File: src/rtl/cnfg_pkg.sv
// Shared types and helpers for the serial configuration register block.
// Latency: n/a (package only).
// Backpressure: n/a (package only).
package cnfg_pkg;

    // Controller states: IDLE means no bits shifted since the last commit or reset.
    typedef enum logic [1:0] {
        IDLE  = 2'd0,
        SHIFT = 2'd1,
        LOAD  = 2'd2
    } state_t;

    // The bit counter must reach SIZE+1, which marks an over-long frame.
    function automatic int cnt_width(input int size);
        return $clog2(size + 2);
    endfunction

endpackage

File: src/rtl/cnfg_sreg_ctrl_if.sv
// Bus bundle between a configuration master and cnfg_sreg_ctrl.
// Latency: n/a (wires only); so/out are combinational in the slave.
// Backpressure: none; shift_en/ld are qualifiers, not handshakes.
// Ports: def_conf, def_val, si, shift_en, ld (and rb with CNFG_READBACK_EN) toward the slave;
//        so, out_sr, out, loaded, load_err, bit_cnt back to the master.
interface cnfg_sreg_ctrl_if #(
    parameter int SIZE = 16
);
    localparam int CNT_W = cnfg_pkg::cnt_width(SIZE);

    logic             def_conf;
    logic [SIZE-1:0]  def_val;
    logic             si;
    logic             shift_en;
    logic             ld;
`ifdef CNFG_READBACK_EN
    logic             rb;
`endif
    logic             so;
    logic [SIZE-1:0]  out_sr;
    logic [SIZE-1:0]  out;
    logic             loaded;
    logic             load_err;
    logic [CNT_W-1:0] bit_cnt;

    modport master (
        output def_conf, def_val, si, shift_en, ld,
`ifdef CNFG_READBACK_EN
        output rb,
`endif
        input  so, out_sr, out, loaded, load_err, bit_cnt
    );

    modport slave (
        input  def_conf, def_val, si, shift_en, ld,
`ifdef CNFG_READBACK_EN
        input  rb,
`endif
        output so, out_sr, out, loaded, load_err, bit_cnt
    );

endinterface

File: src/rtl/cnfg_bit_counter.sv
// Saturating bit counter for the configuration shift chain.
// Latency: count updates on the rising clk edge after inc/clr; clr has priority over inc.
// Backpressure: none; increments are dropped once the count sits at SIZE+1.
// Ports: clk, rst (async active-high), clr, inc, cnt.
module cnfg_bit_counter #(
    parameter int SIZE  = 16,
    parameter int CNT_W = 5
) (
    input  logic             clk,
    input  logic             rst,
    input  logic             clr,
    input  logic             inc,
    output logic [CNT_W-1:0] cnt
);

    // SIZE+1 means "more bits than the chain holds"; it never wraps back to a valid length.
    localparam logic [CNT_W-1:0] SAT = CNT_W'(SIZE + 1);

    always_ff @(posedge clk or posedge rst) begin
        if (rst) begin
            cnt <= '0;
        end else if (clr) begin
            cnt <= '0;
        end else if (inc && (cnt != SAT)) begin
            cnt <= cnt + 1'b1;
        end
    end

endmodule

File: src/rtl/cnfg_sreg_ctrl.sv
// Serial configuration chain with length-checked commit into an applied latch.
// Latency: ld sampled at edge n -> latch/out/loaded update at edge n+1; so and out are combinational.
// Backpressure: none; shift_en and ld are ignored during the single LOAD cycle.
// Ports: clk, rst (async active-high), bus (cnfg_sreg_ctrl_if.slave).
// Optional feature: define CNFG_READBACK_EN to add bus.rb, which copies the latch into the chain in IDLE.
module cnfg_sreg_ctrl
    import cnfg_pkg::*;
#(
    parameter int SIZE = 16
) (
    input  logic                 clk,
    input  logic                 rst,
    cnfg_sreg_ctrl_if.slave      bus
);

    localparam int CNT_W = cnt_width(SIZE);
    localparam logic [CNT_W-1:0] FULL = CNT_W'(SIZE);

    generate
        if (SIZE < 2) begin : g_size_check
            $error("cnfg_sreg_ctrl: SIZE must be at least 2");
        end
    endgenerate

    state_t           state, state_nxt;
    logic [SIZE-1:0]  sr_q, sr_d;
    logic [SIZE-1:0]  latch_q, latch_d;
    logic             loaded_q, loaded_d;
    logic             err_q, err_d;
    logic             cnt_inc, cnt_clr;
    logic [CNT_W-1:0] bit_cnt;

    cnfg_bit_counter #(
        .SIZE  (SIZE),
        .CNT_W (CNT_W)
    ) u_bit_counter (
        .clk (clk),
        .rst (rst),
        .clr (cnt_clr),
        .inc (cnt_inc),
        .cnt (bit_cnt)
    );

    always_ff @(posedge clk or posedge rst) begin
        if (rst) begin
            state    <= IDLE;
            sr_q     <= '0;
            latch_q  <= '0;
            loaded_q <= 1'b0;
            err_q    <= 1'b0;
        end else begin
            state    <= state_nxt;
            sr_q     <= sr_d;
            latch_q  <= latch_d;
            loaded_q <= loaded_d;
            err_q    <= err_d;
        end
    end

    always_comb begin
        state_nxt = state;
        sr_d      = sr_q;
        latch_d   = latch_q;
        loaded_d  = 1'b0;
        err_d     = err_q;
        cnt_inc   = 1'b0;
        cnt_clr   = 1'b0;

        case (state)
            IDLE, SHIFT: begin
`ifdef CNFG_READBACK_EN
                // Readback only from IDLE, and a simultaneous ld takes the commit path instead.
                if ((state == IDLE) && bus.rb && !bus.ld) begin
                    sr_d = latch_q;
                end else
`endif
                if (bus.shift_en) begin
                    sr_d    = {sr_q[SIZE-2:0], bus.si};
                    cnt_inc = 1'b1;
                    state_nxt = SHIFT;
                end
                // A bit shifted alongside ld still counts toward the frame being committed.
                if (bus.ld) begin
                    state_nxt = LOAD;
                end
            end

            LOAD: begin
                // Only an exact-length frame is applied; short, empty or over-long frames flag an error.
                if (bit_cnt == FULL) begin
                    latch_d  = sr_q;
                    loaded_d = 1'b1;
                    err_d    = 1'b0;
                end else begin
                    err_d    = 1'b1;
                end
                cnt_clr   = 1'b1;
                state_nxt = IDLE;
            end

            default: begin
                state_nxt = IDLE;
                cnt_clr   = 1'b1;
            end
        endcase
    end

    assign bus.so       = sr_q[SIZE-1];
    assign bus.out_sr   = sr_q;
    assign bus.out      = bus.def_conf ? bus.def_val : latch_q;
    assign bus.loaded   = loaded_q;
    assign bus.load_err = err_q;
    assign bus.bit_cnt  = bit_cnt;

endmodule

File: src/flat_wrapper.sv
// flat-port wrapper written by rule: the top's interface ports become plain ports
module cnfg_sreg_ctrl_flat import cnfg_pkg::*;
#(
    parameter int SIZE = 16
)
  (clk, rst, bus_def_conf, bus_def_val, bus_si, bus_shift_en, bus_ld, bus_so, bus_out_sr, bus_out, bus_loaded, bus_load_err, bus_bit_cnt);
  cnfg_sreg_ctrl_if #(.SIZE(SIZE)) bus_i ();
  input  logic clk;
  input  logic rst;
  input wire logic [$bits(bus_i.def_conf)-1:0] bus_def_conf;
  input wire logic [$bits(bus_i.def_val)-1:0] bus_def_val;
  input wire logic [$bits(bus_i.si)-1:0] bus_si;
  input wire logic [$bits(bus_i.shift_en)-1:0] bus_shift_en;
  input wire logic [$bits(bus_i.ld)-1:0] bus_ld;
  output wire logic [$bits(bus_i.so)-1:0] bus_so;
  output wire logic [$bits(bus_i.out_sr)-1:0] bus_out_sr;
  output wire logic [$bits(bus_i.out)-1:0] bus_out;
  output wire logic [$bits(bus_i.loaded)-1:0] bus_loaded;
  output wire logic [$bits(bus_i.load_err)-1:0] bus_load_err;
  output wire logic [$bits(bus_i.bit_cnt)-1:0] bus_bit_cnt;
  assign bus_i.def_conf = bus_def_conf;
  assign bus_i.def_val = bus_def_val;
  assign bus_i.si = bus_si;
  assign bus_i.shift_en = bus_shift_en;
  assign bus_i.ld = bus_ld;
  assign bus_so = bus_i.so;
  assign bus_out_sr = bus_i.out_sr;
  assign bus_out = bus_i.out;
  assign bus_loaded = bus_i.loaded;
  assign bus_load_err = bus_i.load_err;
  assign bus_bit_cnt = bus_i.bit_cnt;
  cnfg_sreg_ctrl #(.SIZE(SIZE)) u_core (.clk(clk), .rst(rst), .bus(bus_i));
endmodule
File: config.mk
export PLATFORM = sky130hd
export DESIGN_NAME = cnfg_sreg_ctrl_flat
export DESIGN_NICKNAME = d
export VERILOG_FILES = /design/src/rtl/cnfg_pkg.sv /design/src/rtl/cnfg_sreg_ctrl_if.sv /design/src/rtl/cnfg_bit_counter.sv /design/src/rtl/cnfg_sreg_ctrl.sv /design/src/flat_wrapper.sv
export SDC_FILE = /design/constraint.sdc
export NUM_CORES = 1
export LEC_CHECK = 0
export BUFFER_PORTS_ARGS = -buffer_cell sky130_fd_sc_hd__buf_4
export CORE_MARGIN = 2
export CORE_UTILIZATION = 27
export CTS_BUF_LIST = sky130_fd_sc_hd__clkbuf_4
export DETAILED_ROUTE_END_ITERATION = 16
export GPL_TIMING_DRIVEN = 0
export SLEW_MARGIN = 10
export SYNTH_ARGS = -nofsm -noshare
export SYNTH_HDL_FRONTEND = slang
export SYNTH_SLANG_ARGS = --single-unit
File: constraint.sdc
create_clock -name clk -period 4.9 [get_ports clk]
set_clock_uncertainty 0.15 [all_clocks]
set_input_delay 1.47 -clock clk [delete_from_list [all_inputs] [get_ports clk]]
set_output_delay 1.47 -clock clk [all_outputs]
set_load 0.05 [all_outputs]
==> flow_metrics.tcl <==
set metrics [dict create \
    cp_slowest_cell "mux2_2" \
    die_h_um 87.04 \
    syn-instance-count 125 \
    drtPass1Iterations 4 \
    fin_crit_sh_pct 88.21 \
    grt_max_degree 37 \
    nets 218 \
    grt-ovfl-total 0 \
    synth_fp_nets 150 \
    dp_slack_ns 0.5348 \
    layout_common_cells "62 x buf_4, 41 x mux2_2, 41 x dfrtp_1, 8 x mux2_4, 5 x clkbuf_4" \
    grt_pass1_wl_mm 5.920 \
    worst-r2r-setup-slack_ns 3.14 \
    final_util_pct 37.73 \
    max_freq_ghz 0.2314 \
    pin_count 62 \
    worst_ep_arrival_time_ns 2.70 \
    antenna_cells 0 \
    hpwl_mm 2.741 \
    p_leak_nw 1.295 \
    vias 1199 \
    clock_latency_ns 0.35 \
    ys_seq_area_share_pct 55.11 \
    swShare_pct 42.16 \
    clk_path_buf_depth 2 \
    power_frac_comb_pct 41.9 \
    final_common_cell "buf_4" \
    crit_chain "clkbuf_1 -> buf_2 -> mux2_2 -> buf_4" \
    cts-root-buf "clkbuf_4" \
    fp.coreArea_um2 6719 \
    clock_sinks 41 \
    crit_cells 4 \
    hold_class "reg -> reg" \
    gp_congestion 0.7211 \
    die_area_um2 7576 \
    port-buffer-count 60 \
    synth.distinct_cells 23 \
    power_density_nw_per_um2 509.8 \
    ys_top_cells_by_area "dfrtp_1 55%, mux2_2 25%, mux2_4 6.5%" \
    ant_nets 0 \
    slowest_delay_ns 0.38 \
    drc 0 \
    crit_end "bus_out[7]" \
    synth_warnings 0 \
    synth_top_area_share_pct 55.11 \
    initial_utilization_pct 27.71 \
    fin_ws_ns 0.5776 \
    nFillCells 674 \
    fin_setup_tns_ns 0 \
    crit_buf_inv 3 \
    antenna_found_initial 0 \
    chipWidth_um 87.04 \
    critical_path.top_delay_family "buffers and inverters" \
    seq_power_share_pct 36.8 \
    cts.clk_slew.worst_paths_ns 0.12 \
    crit_type "in -> out" \
    wl_per_cell_um 13.58 \
    viasPerCell 4.376 \
    syn_avg_cell_area_um2 14.89 \
    setup.worst_path.start "bus_def_conf" \
    routed_wl_mm 3.722 \
    fin_total_pwr_mw 1.292 \
    intPower_uw 747.4 \
    setup.worst_path.start_class "input port" \
    cts_setup_buffers 0 \
    cts_resized 0 \
    drv_slew 0 \
    crit_required_ns 3.28 \
    power_switching_uw 544.9 \
    cts-hold-fix-buffers 0 \
    setup_viol 0 \
    ir_worst_vdd_v 0.0001759 \
    cts_made_buffers 5 \
    status "finished clean" \
    htree_levels 2 \
    drive_above_1_share_pct 66.49 \
    hold_viol_final 0 \
    rows 30 \
    reg2reg_from "u_core.u_bit_counter.cnt[0]" \
    syn2layout_area_growth_pct 36.16 \
    synth_area_um2 1862 \
    tightest_slew_ns 0.3755 \
    rsz0062_at_grt "false" \
    crit_fanout 10 \
    yosysTopAreaCell "dfrtp_1" \
    tritoncts "built" \
    ys_ff_latch 41 \
    grtUsageTotal_pct 10.21 \
    worst-r2r-cell-count 5 \
    r2r_end "u_core.latch_q[13]" \
    fin_crit_ns 4.322 \
    relSlewSlack_pct 74.97 \
    p_clk_share_pct 21.2 \
    grt_pass1_vias 1159 \
    first_iter_violations 18 \
    max_cap_violations 0 \
    end_kind "output pin" \
]
cell usage after synthesis:
| cell | count |
|---|---|
| dfrtp_1 | 41 |
| mux2_2 | 41 |
| mux2_4 | 8 |
| inv_1 | 4 |
| nor2_1 | 4 |
| buf_2 | 3 |
| ha_1 | 3 |
| buf_4 | 2 |
| nand2b_1 | 2 |
| nand4_1 | 2 |
| nor2b_1 | 2 |
| xor2_1 | 2 |
| a21oi_1 | 1 |
| a22o_1 | 1 |
| a31oi_2 | 1 |
| and2b_4 | 1 |
| buf_6 | 1 |
| clkbuf_1 | 1 |
| mux2i_1 | 1 |
| nand4_4 | 1 |
| nor2_2 | 1 |
| nor3_1 | 1 |
| o21a_1 | 1 |
worst min-delay path by stage:
stage | startpoint | to | cells after the start
after detailed placement | u_core.bus.load_err | u_core.bus.load_err | 1
after CTS | u_core.bus.load_err | u_core.bus.load_err | 1
after floorplan | u_core.latch_q[10] | u_core.latch_q[10] | 1
after global routing | u_core.bus.load_err | u_core.bus.load_err | 1
after global placement | u_core.bus.load_err | u_core.bus.load_err | 1
final | u_core.bus.load_err | u_core.bus.load_err | 1
power by group through the flow:
stage	logic [mW]	clock network, mW	registers (mW)
2_1_floorplan	0.154	0	0.699
3_3_place_gp	0.541	0	0.484
3_5_place_dp	0.546	0	0.484
4_1_cts	0.547	0.283	0.477
5_1_grt	0.566	0.296	0.489
6_report	0.542	0.274	0.476
cell families after synthesis:
logic type      Yosys count  synth area share (%)
mux                      50                 31.79
fa+ha+maj                 3                 2.016
simple gates             14                 5.107
compound gates            4                 1.814
flops                    41                 55.11
xor+xnor                  2                0.9410
buf+inv                  11                 3.225
layer usage:
metal  track usage, %  wire length, µm  vias up
met5                0                0        -
met4            3.409               45        0
met3            3.981              318        5
met2            15.20             1611       49
met1            13.56             1747      572
li1                 -                -      573
through the flow:
stage | instance area [µm²] | cells | hold slack [ns]
after floorplan | 1862 | 125 | 0.3253
after global placement | 2412 | 265 | 0.3295
after detailed placement | 2432 | 266 | 0.3391
after CTS | 2535 | 274 | 0.3691
after global routing | 2535 | 274 | 0.3779
final | 2535 | 274 | 0.3626
sequential cells by signal, summed over array words and instances (netlist names):
name                      count
u_core.bus.loaded             1
u_core.bus.load_err           1
u_core.u_bit_counter.cnt      5
u_core.bus.out_sr            16
u_core.latch_q               16
u_core.state                  2
layout make-up:
type / instances / area (µm²) / area share (%)
clock inverter: 3 / 65.06 / 2.567
sequential: 41 / 1026 / 40.47
tap: 80 / 100.1 / 3.949
multi-input combinational: 73 / 775.7 / 30.60
inverter: 4 / 15.01 / 0.5923
timing repair buffer: 61 / 470.5 / 18.56
buffer: 7 / 45.04 / 1.777
clock buffer: 5 / 37.54 / 1.481
No activity file was read; power rests on OpenSTA's default activity.
